`src/rtl/bcd_event_counter_pkg.sv`:
```
// Shared constants for the BCD event counter: digit limit and legal MODULUS range.
package bcd_event_counter_pkg;

  localparam logic [3:0] BCD_MAX     = 4'd9;
  localparam int         MODULUS_MIN = 2;
  localparam int         MODULUS_MAX = 100;

  function automatic logic digit_legal(input logic [3:0] d);
    return d <= BCD_MAX;
  endfunction

endpackage

```
`src/rtl/bcd_event_counter_digit.sv`:
```
// Single BCD digit cell: synchronous clear, parallel load, increment with wrap-out at 9.
module bcd_digit
  import bcd_event_counter_pkg::*;
(
  input  logic       clk,
  input  logic       clr,
  input  logic       load,
  input  logic [3:0] ld_val,
  input  logic       inc,
  output logic [3:0] q,
  output logic       wrap
);

  assign wrap = inc & (q == BCD_MAX);

  always_ff @(posedge clk) begin
    if (clr) begin
      q <= '0;
    end else if (load) begin
      q <= ld_val;
    end else if (inc) begin
      q <= (q == BCD_MAX) ? '0 : q + 4'd1;
    end
  end

endmodule

```
`src/rtl/bcd_event_counter.sv`:
```
// Two-digit BCD mod-N counter of rising RCO_IN edges, with load check, TC, CARRY, OVF and LDERR.
module bcd_event_counter
  import bcd_event_counter_pkg::*;
#(
  parameter int MODULUS = 60
) (
  input  logic       CLK,
  input  logic       CLR,
  input  logic       RCO_IN,
  input  logic       EN,
  input  logic       LOAD,
  input  logic [3:0] LD_TENS,
  input  logic [3:0] LD_ONES,
  output logic [3:0] ONES,
  output logic [3:0] TENS,
  output logic       TC,
  output logic       CARRY,
  output logic       OVF,
  output logic       LDERR
);

  localparam logic [3:0] TOP_TENS = 4'((MODULUS - 1) / 10);
  localparam logic [3:0] TOP_ONES = 4'((MODULUS - 1) % 10);
  localparam logic [7:0] MOD_BIN  = 8'(MODULUS);

  logic       rco_q;
  logic       pulse;
  logic       cnt;
  logic       illegal;
  logic       ld_ok;
  logic       digit_clr;
  logic       digit_load;
  logic       ones_wrap;
  logic       tens_wrap;
  logic [7:0] ld_bin;

  assign pulse   = RCO_IN & ~rco_q;
  assign cnt     = EN & pulse & ~LOAD;
  assign TC      = (TENS == TOP_TENS) && (ONES == TOP_ONES);
  assign illegal = ~digit_legal(ONES) | ~digit_legal(TENS);

  assign ld_bin = 8'(LD_TENS) * 8'd10 + 8'(LD_ONES);
  assign ld_ok  = digit_legal(LD_TENS) && digit_legal(LD_ONES) && (ld_bin < MOD_BIN);

  // Wrap at the terminal value and recovery from an illegal digit both reuse the
  // digit clear; the tens wrap-out only fires at 99, where 00 is the right result too.
  assign digit_clr  = CLR | (cnt & (TC | illegal)) | tens_wrap;
  assign digit_load = LOAD & ld_ok;

  bcd_digit u_ones (
    .clk    (CLK),
    .clr    (digit_clr),
    .load   (digit_load),
    .ld_val (LD_ONES),
    .inc    (cnt),
    .q      (ONES),
    .wrap   (ones_wrap)
  );

  bcd_digit u_tens (
    .clk    (CLK),
    .clr    (digit_clr),
    .load   (digit_load),
    .ld_val (LD_TENS),
    .inc    (ones_wrap),
    .q      (TENS),
    .wrap   (tens_wrap)
  );

  always_ff @(posedge CLK) begin
    if (CLR) begin
      rco_q <= 1'b0;
      CARRY <= 1'b0;
      OVF   <= 1'b0;
      LDERR <= 1'b0;
    end else begin
      rco_q <= RCO_IN;
      CARRY <= cnt & TC;
      LDERR <= LOAD & ~ld_ok;
      if (digit_load) begin
        OVF <= 1'b0;
      end else if (cnt & TC) begin
        OVF <= 1'b1;
      end
    end
  end

endmodule

```
`config.mk`:
```
export PLATFORM = sky130hd
export DESIGN_NAME = bcd_event_counter
export DESIGN_NICKNAME = d
export VERILOG_FILES = /design/src/rtl/bcd_event_counter_pkg.sv /design/src/rtl/bcd_event_counter_digit.sv /design/src/rtl/bcd_event_counter.sv
export SDC_FILE = /design/constraint.sdc
export NUM_CORES = 1
export LEC_CHECK = 0
export ABC_CLOCK_PERIOD_IN_PS = 2680
export CORE_UTILIZATION = 43
export DETAILED_ROUTE_END_ITERATION = 8
export HOLD_SLACK_MARGIN = 0.1
export PLACE_DENSITY = 0.75
export SETUP_SLACK_MARGIN = 0.1
export SKIP_CTS_REPAIR_TIMING = 1
export SYNTH_ARGS = -nofsm -noshare
export SYNTH_HDL_FRONTEND = slang
export SYNTH_SLANG_ARGS = --single-unit
export TNS_END_PERCENT = 50
```
`constraint.sdc`:
```
create_clock -name CLK -period 2.68 [get_ports CLK]
set_clock_uncertainty 0.1 [all_clocks]
set_input_delay 0.268 -clock CLK [delete_from_list [all_inputs] [get_ports CLK]]
set_output_delay 0.268 -clock CLK [all_outputs]
set_load 0.02 [all_outputs]
```
Yosys cells after proc, flatten, opt, wreduce, memory -nomap -nowiden
Index checks and enable logic that the tools add are counted.
- flip-flop bits (word level): 12
- bits in latches: 0
- bits in writable memories: 0
- ROM bits: 0
- bits of input ports: 13
- output and inout port bits: 12
- logic and storage cells: 48
- memories: 0
- add/subtract/negate cells: 3
- $mul: 1
- divide/modulo/power cells: 0
- $lt $le $gt $ge: 5
- equality and inequality tests: 3
- shift-type cells: 0
- multiplexer cells: 6
- bitwise operators: 18
- reductions and logical operators: 6
- operator list (operator ; count):
    4-bit 2-to-1 mux ; 6
    4-bit <= comparator (second input constant) ; 4
    1-bit AND ; 9
    4-bit by 1-bit adder with 4-bit output (second input constant) ; 2
    8-bit by 4-bit adder with 8-bit output ; 1
    4-bit == test (second input constant) ; 2
    8-bit by 6-bit < comparator with 1-bit output (second input constant) ; 1
    4-bit by 3-bit multiplier with 7-bit output (second input constant) ; 1
    1-bit NOT ; 5
    4-bit by 3-bit == test with 1-bit output (second input constant) ; 1
    1-bit OR ; 4
    2-bit nonzero test ; 2
    1-bit logical AND ; 3
    2-bit OR reduction ; 1

Depth between registers and ports, before layout
Gate-level depths: netlist of run 1.
- depth in word-level cells: 7
- mapped depth: 11
- depth with buffers taken out: 9

Cells and area by module
Synthesis of run 1 repeated with hierarchy kept, for this count alone.
- cells, all modules: 108
- area total of the unflattened synthesis: 952.2 µm²
- modules (own cells, without submodules) (module ; times used ; cells each ; area each (µm²) ; seq. area each (µm²)):
    bcd_digit ; 2 ; 28 ; 245.2 ; 80.1
    bcd_event_counter ; 1 ; 52 ; 461.7 ; 80.1

Least setup slack after synthesis of run 1
Ideal clock, no wire load.
- kind: input to register
- start point: input port LD_TENS[1]
- end point: register u_tens.q[3]
- library setup time: 0.074 ns
- data arrival time: 2.754 ns
- data required time: 2.506 ns
- path slack: -0.248 ns
- stages on the path: 10
- path buffers: 2
- cells stage by stage: ha_1 > ha_1 > fa_1 > or3_1 > a41o_1 > a211o_1 > buf_6 > or3_1 > buf_6 > a31oi_1
- longest elaborated chain between the ends: 6
- elaborated cells on any way between the ends: 9
- those cells by class: 1 x add/sub; 1 x mul; 2 x order compare; 1 x mux; 1 x bitwise; 3 x reduce/logical
- RTL lines (element ; RTL line ; text):
    start: declaration ; bcd_event_counter.sv:12 ; input logic [3:0] LD_TENS,
    4-bit by 3-bit multiplier with 7-bit output ; bcd_event_counter.sv:42 ; assign ld_bin = 8'(LD_TENS) * 8'd10 + 8'(LD_ONES);
    8-bit by 4-bit adder with 8-bit output ; bcd_event_counter.sv:42 ;
    8-bit by 6-bit < comparator with 1-bit output ; bcd_event_counter.sv:43 ; assign ld_ok = digit_legal(LD_TENS) && digit_legal(LD_ONES) && (ld_bin < MOD_BIN);
    1-bit logical AND * ; bcd_event_counter.sv:43 ;
    1-bit AND * ; bcd_event_counter.sv:48 ; assign digit_load = LOAD & ld_ok;
    4-bit 2-to-1 mux / 2-bit nonzero test (equally long branches) ; -- ;
    end signal: assignment ; bcd_event_counter_digit.sv:20 ; q <= ld_val;
    end signal: assignment ; bcd_event_counter_digit.sv:22 ; q <= (q == BCD_MAX) ? '0 : q + 4'd1;
    end: declaration ; bcd_event_counter_digit.sv:10 ; output logic [3:0] q,
Mark *: on every way between the ends. The rest lies on a longest branch, timed or not.
A chain may end at the register's enable or synchronous reset.

Worst setup path after layout of run 1
- start point: input port LD_TENS[3]
- end point: register u_tens.q[2]
Same word-level chain as after synthesis.

==> results.md, run 1 <==
* Pleak at 0.549 nW
* CTS tree: done
* Clk sinks at 12
* Synthesis-stage register bit count at 12
* Max FO, Critical Path at 9
* Ys Warns at 0
* Worst-path clk slew at 0.08 ns
* Vias per std cell at 5.70
* Average size of a mapped cell at 8.10 um^2
* Top-Level Pins at 25
* P per Cell Area at 519 mW/mm^2
* Tot Pwr at 0.752 mW
* Final #Nets at 180
* Kind of critical path: input port to register
* Critical path arrival at 2.70 ns
* Worst slew pin tran at 0.627 ns
* GRT overflow at 0
* Root Buffer: clkbuf_4
* M1 GR Usage at 31.7%
* Number of max-cap violations at 0
* M3 GR Usage at 5.61%
* Worst Path Required at 2.73 ns
* Layout area overhead at 53.1%
* Vias in the first global route at 993
* Vias post-DR at 1055
* GR Util All Layers at 23.6%
* DR iter-0 viols at 33
* First-pass GRT wire length at 4430 um
* Die Y at 48.9 um
* Clk buf depth at 2
* IO buf count at 24
* Final Util at 71.7%
* Clk Latency, worst-skew pair at 0.27 ns
* Hold Vio Cnt, Final at 0
* Syn nets at 138
* Mapped Area at 947 um^2
* Pre-CTS setup slack at -0.738 ns
* Post-layout minimum cycle time at 2.66 ns
* Max Clk Rate at 376 MHz
* Final cell count without fillers at 185
* Dpl cells at 179
* Initial core utilization at 46.8%
* Initial antenna violation count at 0
* Layout cell share with drive strength beyond 1 at 25.9%
* Drt wl/cell at 14.7 um
* Post-DP HPWL at 2000 um
* Relative slew slack at 58.2%
* Die area at 0.00239 mm^2
* Pin count of the biggest net entering global routing at 11
* Peak VDD IR at 0.416 mV
* Post-DRT Antenna Nets at 0
* Number of detailed-route iterations in the first pass at 4
* Core Area at 0.00202 mm^2
* Period utilization at 99.1%
* Die Wd at 48.9 um
* Post-route worst setup slack at 0.0237 ns
* DRC violations left at 0
* Global Route met2 Usage at 39.1%
* RSZ-0062 raised after global routing: true
* Final WL at 2710 um
* Cells after synthesis at 117
* Setup TNS Final at 0 ns
* Final Max Tran Viols at 0
* Status: finished, final reports clean
* Antenna cells at 0
* Post-synth cell types at 39
* Gpl congestion at 0.797
* GR peak layer: met2
* Register area share after synthesis at 25.4%
* Final setup fails at 0
* Min-delay worst type: input port to register
* Row count at 16
* Number of CTS-inserted buffers at 3
* Worst setup EP type: register
* CP startpoint kind: input port
* H-tree level count at 1
## cell type report
class | count | area, um^2
clock buffer | 4 | 36.3
fill | 163 | 572
inverter | 9 | 33.8
multi-input combinational | 92 | 738
sequential | 12 | 240
tap | 27 | 33.8
timing repair buffer | 41 | 368
## synth_stat cells
cell type,instances,area (um^2)
ha_1,6,75.1
and2_1,1,6.26
nor2b_4,1,13.8
nor2_1,6,22.5
xor2_1,2,17.5
o21ai_0,8,40.0
a22oi_1,1,7.51
nand2b_1,2,12.5
inv_1,8,30.0
o21a_1,1,7.51
nand4b_1,1,8.76
dfxtp_1,12,240
clkinv_1,1,3.75
or3_1,2,12.5
buf_6,2,22.5
a21o_1,1,7.51
nor3_1,3,15.0
clkbuf_1,2,7.51
nor2b_1,4,25.0
a21oi_1,12,60.1
a31oi_1,2,12.5
a221oi_1,2,17.5
o311a_1,1,10.0
o22ai_1,1,6.26
nor4_1,1,6.26
a41o_1,1,10.0
nand2_1,8,30.0
fa_1,2,40.0
and2_0,1,6.26
o31ai_1,1,7.51
nor3b_1,1,7.51
and4_1,1,8.76
nor4bb_1,1,10.0
o41ai_1,7,61.3
xnor2_1,3,26.3
nand3_1,3,15.0
a211o_1,1,8.76
nand4_1,3,18.8
and2b_2,1,8.76
## flip-flops by register name, summed over array words and instances (netlist names)
signal,count
CARRY,1
LDERR,1
OVF,1
rco_q,1
u_ones.q,4
u_tens.q,4
## placed cells by master (no fill, tap or decap), types with 2 or more instances in the layout
cell	synthesis	final
o21ai_0	8	8
fa_2	0	2
a21oi_2	0	3
a31oi_1	2	2
nand4_1	3	3
clkdlybuf4s50_1	0	20
nor3_1	3	3
nor2_1	6	6
nand2_1	8	7
clkbuf_2	0	2
o41ai_1	7	6
xnor2_1	3	3
a21oi_1	12	9
clkbuf_4	0	3
nand3_1	3	3
inv_1	8	8
ha_1	6	3
ha_4	0	3
buf_4	0	16
xor2_1	2	2
buf_6	2	2
nand2b_1	2	2
dfxtp_1	12	12
nor2b_1	4	4
## critical path, cell delays in order
cell and delay [ns]:
buf_8 0.10, ha_4 0.24, ha_4 0.15, fa_2 0.58
nand2_2 0.09, nor4_4 0.30, a221oi_2 0.09, a211o_1 0.31
buf_6 0.15, o41ai_1 0.36, a21oi_2 0.07
## report_power, final
group / switching, mW / total, mW / internal (mW) / leakage [nW]
clock: 0.0611 / 0.144 / 0.0825 / 0.0210
sequential: 0.0450 / 0.253 / 0.208 / 0.0989
combinational: 0.176 / 0.355 / 0.180 / 0.429
total: 0.282 / 0.752 / 0.470 / 0.549
## metrics by stage
stage / hold slack [ns] / area, um^2
4_1_cts: 0.384 / 1370
3_3_place_gp: 0.358 / 1330
2_1_floorplan: 0.240 / 972
6_report: 0.333 / 1450
3_5_place_dp: 0.374 / 1330
5_1_grt: 0.340 / 1450
## cells by family (layout without fill, tap and decap cells)
| kind of cell | Yosys count | count (layout) | share of synthesized area, % |
|---|---|---|---|
| AOI/OAI and AO/OA | 39 | 39 | 27.1 |
| xor gates and xnor gates | 5 | 5 | 4.62 |
| adders and majority gates | 8 | 8 | 12.2 |
| buffers and inverters | 13 | 54 | 6.74 |
| DFF | 12 | 12 | 25.4 |
| and+or+nand+nor | 40 | 40 | 24.0 |
## per-layer routing
| metal | vias to the layer above | routed length (um) |
|---|---|---|
| met5 | - | 0 |
| met4 | 0 | 15 |
| met3 | 2 | 128 |
| met2 | 26 | 1310 |
| met1 | 505 | 1260 |
| li1 | 522 | - |
## final timing paths
kind / cells past startpoint / end / start / slack (ns)
worst max register to register: 6 / u_tens.q[2] / u_ones.q[1] / 0.64
worst max-delay path: 11 / u_tens.q[2] / LD_TENS[3] / 0.02
worst min register to register: 2 / OVF / OVF / 0.38
worst min-delay path: 4 / u_tens.q[1] / LD_TENS[1] / 0.33
No activity file was read; power rests on OpenSTA's default activity.
==> inputs of run 2 (changes only) <==
--- a/config.mk
+++ b/config.mk
@@ -8,9 +8,9 @@
 export ABC_CLOCK_PERIOD_IN_PS = 2680
 export CORE_UTILIZATION = 43
 export DETAILED_ROUTE_END_ITERATION = 8
+export GPL_TIMING_DRIVEN = 0
 export HOLD_SLACK_MARGIN = 0.1
 export PLACE_DENSITY = 0.75
-export SETUP_SLACK_MARGIN = 0.1
 export SKIP_CTS_REPAIR_TIMING = 1
 export SYNTH_ARGS = -nofsm -noshare
 export SYNTH_HDL_FRONTEND = slang
==> run 2 against run 1 <==
Compared with the run above:
- count of clock-buffer cells in the layout is the same
- routed wire length grew 1.0%
- critical path type unchanged
- worst setup slack lost 0.025 ns
- first-iteration DRC count shrank 21%
- flip-flop and latch count is the same
- the run now ends with setup timing left
- sequential share of layout area grew 0.81 points
- largest power group unchanged
==> results.md, run 2 (synthesis gave the netlist of run 1 again) <==
* Drt wl/cell at 15.7 um
* Top flop regs: u_ones.q (4), u_tens.q (4)
* Min-delay worst type: input port to register
* Net Sw Frac at 38.2%
* Worst slew pin tran at 0.825 ns
* Global Route met2 Usage at 39.8%
* Final Util at 68.4%
* Pleak at 0.507 nW
* Final setup fails at 1
* Pre-CTS setup slack at -0.983 ns
* Vias in the first global route at 936
* CTS tree: done
* Final WL at 2740 um
* Reg power frac at 34.0%
* Gpl congestion at 0.908
* CP startpoint kind: input port
* Tot Pwr at 0.742 mW
* Kind of critical path: input port to register
* Post-route worst setup slack at -0.000814 ns
* Power share of the clock group at 19.9%
* Period utilization at 100%
* Antenna cells at 0
* Max Clk Rate at 373 MHz
* Critical path arrival at 2.81 ns
* GRT overflow at 0
* Internal reg-to-reg setup slack at 0.56 ns
* Max FO, Critical Path at 8
* Commonest non-fill, non-tap cell in the layout: clkdlybuf4s50_1
* RSZ-0062 raised after global routing: true
* GR Util All Layers at 23.3%
* Status: finished with violations
* GR peak layer: met2
* Worst setup EP type: register
* Vias post-DR at 1038
* Multi-input logic area at 746 um^2
* H-tree level count at 1
* Psw at 0.284 mW
* Number of detailed-route iterations in the first pass at 4
* Initial core utilization at 46.8%
* Relative slew slack at 44.2%
* Fill count at 173
* Die Wd at 48.9 um
* Pin count of the biggest net entering global routing at 11
* Top-Level Pins at 25
* Clk Latency, worst-skew pair at 0.28 ns
* Clk buf depth at 2
* Layout area overhead at 46.0%
* Row count at 16
* Final Max Tran Viols at 0
* Worst-path clk slew at 0.08 ns
* Initial antenna violation count at 0
* Comb pwr share at 46.0%
* Post-layout minimum cycle time at 2.68 ns
* Die area at 0.00239 mm^2
* Register area at 240 um^2
* Int Pwr at 0.458 mW
* Number of CTS-inserted buffers at 3
* Die Y at 48.9 um
* IO buf count at 24
* Peak VDD IR at 0.330 mV
* DRC violations left at 0
* Layout cell share with drive strength beyond 1 at 21.8%
* P per Cell Area at 537 mW/mm^2
* Post-DRT Antenna Nets at 0
* M3 GR Usage at 5.92%
* First-pass GRT wire length at 4240 um
* Core Area at 0.00202 mm^2
* Number of max-cap violations at 0
* Clk sinks at 12
* Hold Vio Cnt, Final at 0
* Post-DP HPWL at 1960 um
* Failing checks: setup timing
* M1 GR Usage at 28.6%
* DR iter-0 viols at 26
* Root Buffer: clkbuf_4
* Commonest non-fill, non-tap cells in the layout: 18 x clkdlybuf4s50_1, 12 x dfxtp_1, 8 x inv_1, 8 x o21ai_0
* Vias per std cell at 5.97
* Final #Nets at 169
* Worst Path Required at 2.80 ns
[run 2: cell count changes in the layout (fill, tap and decap cells not counted), moves of 2 or more]
cell and change:
a21oi_1 -3, a21oi_2 +3, buf_2 +2, buf_4 -13, clkdlybuf4s50_1 -2, dlymetal6s2s_1 +2
[run 2: worst paths after layout]
kind,start,to,cells after the start
worst max-delay path,LD_TENS[3],u_ones.q[0],10
worst min-delay path,LD_TENS[0],u_tens.q[0],3
worst max register to register,rco_q,u_ones.q[3],6
worst min register to register,OVF,OVF,2
[run 2: routing by layer]
layer,routed length (um),vias up
met3,127,10
met1,1170,504
li1,-,498
met5,0,-
met4,96,0
met2,1350,26
[run 2: area by class of cell]
class | instances | area share [%]
tap | 27 | 2.44
multi-input combinational | 92 | 53.9
buffer | 2 | 1.09
clock buffer | 4 | 2.62
timing repair buffer | 28 | 20.1
sequential | 12 | 17.4
inverter | 9 | 2.44
[run 2: power groups by stage]
| stage | combinational [mW] | clock [mW] | sequential, mW |
|---|---|---|---|
| after floorplan | 0.158 | 0 | 0.280 |
| after global placement | 0.296 | 0 | 0.251 |
| after detailed placement | 0.304 | 0 | 0.255 |
| after CTS | 0.306 | 0.150 | 0.251 |
| after global routing | 0.370 | 0.158 | 0.260 |
| final | 0.341 | 0.148 | 0.253 |
[run 2: through the flow]
step / area, um^2 / hold slack [ns] / instances / TNS (ns)
floorplan: 972 / 0.240 / 117 / -1.44
global placement: 1250 / 0.357 / 168 / -8.51
detailed placement: 1250 / 0.392 / 168 / -8.94
CTS: 1280 / 0.406 / 172 / -5.96
global route: 1380 / 0.278 / 174 / -0.255
finish: 1380 / 0.293 / 174 / -0.000814
[run 2: worst max-delay path, cell delays in order]
cell and delay, ns:
buf_12 0.10, ha_4 0.24, ha_4 0.16, fa_2 0.48
or3_1 0.32, a41o_1 0.19, a211o_1 0.33, buf_6 0.14
or3_4 0.41, a21oi_2 0.16
==> inputs of run 3 (changes only) <==
--- a/config.mk
+++ b/config.mk
@@ -5,7 +5,6 @@
 export SDC_FILE = /design/constraint.sdc
 export NUM_CORES = 1
 export LEC_CHECK = 0
-export ABC_CLOCK_PERIOD_IN_PS = 2680
 export CORE_UTILIZATION = 43
 export DETAILED_ROUTE_END_ITERATION = 8
 export GPL_TIMING_DRIVEN = 0
==> results of run 3 <==
The final DEF is identical to that of run 2; final timing and power are the same.
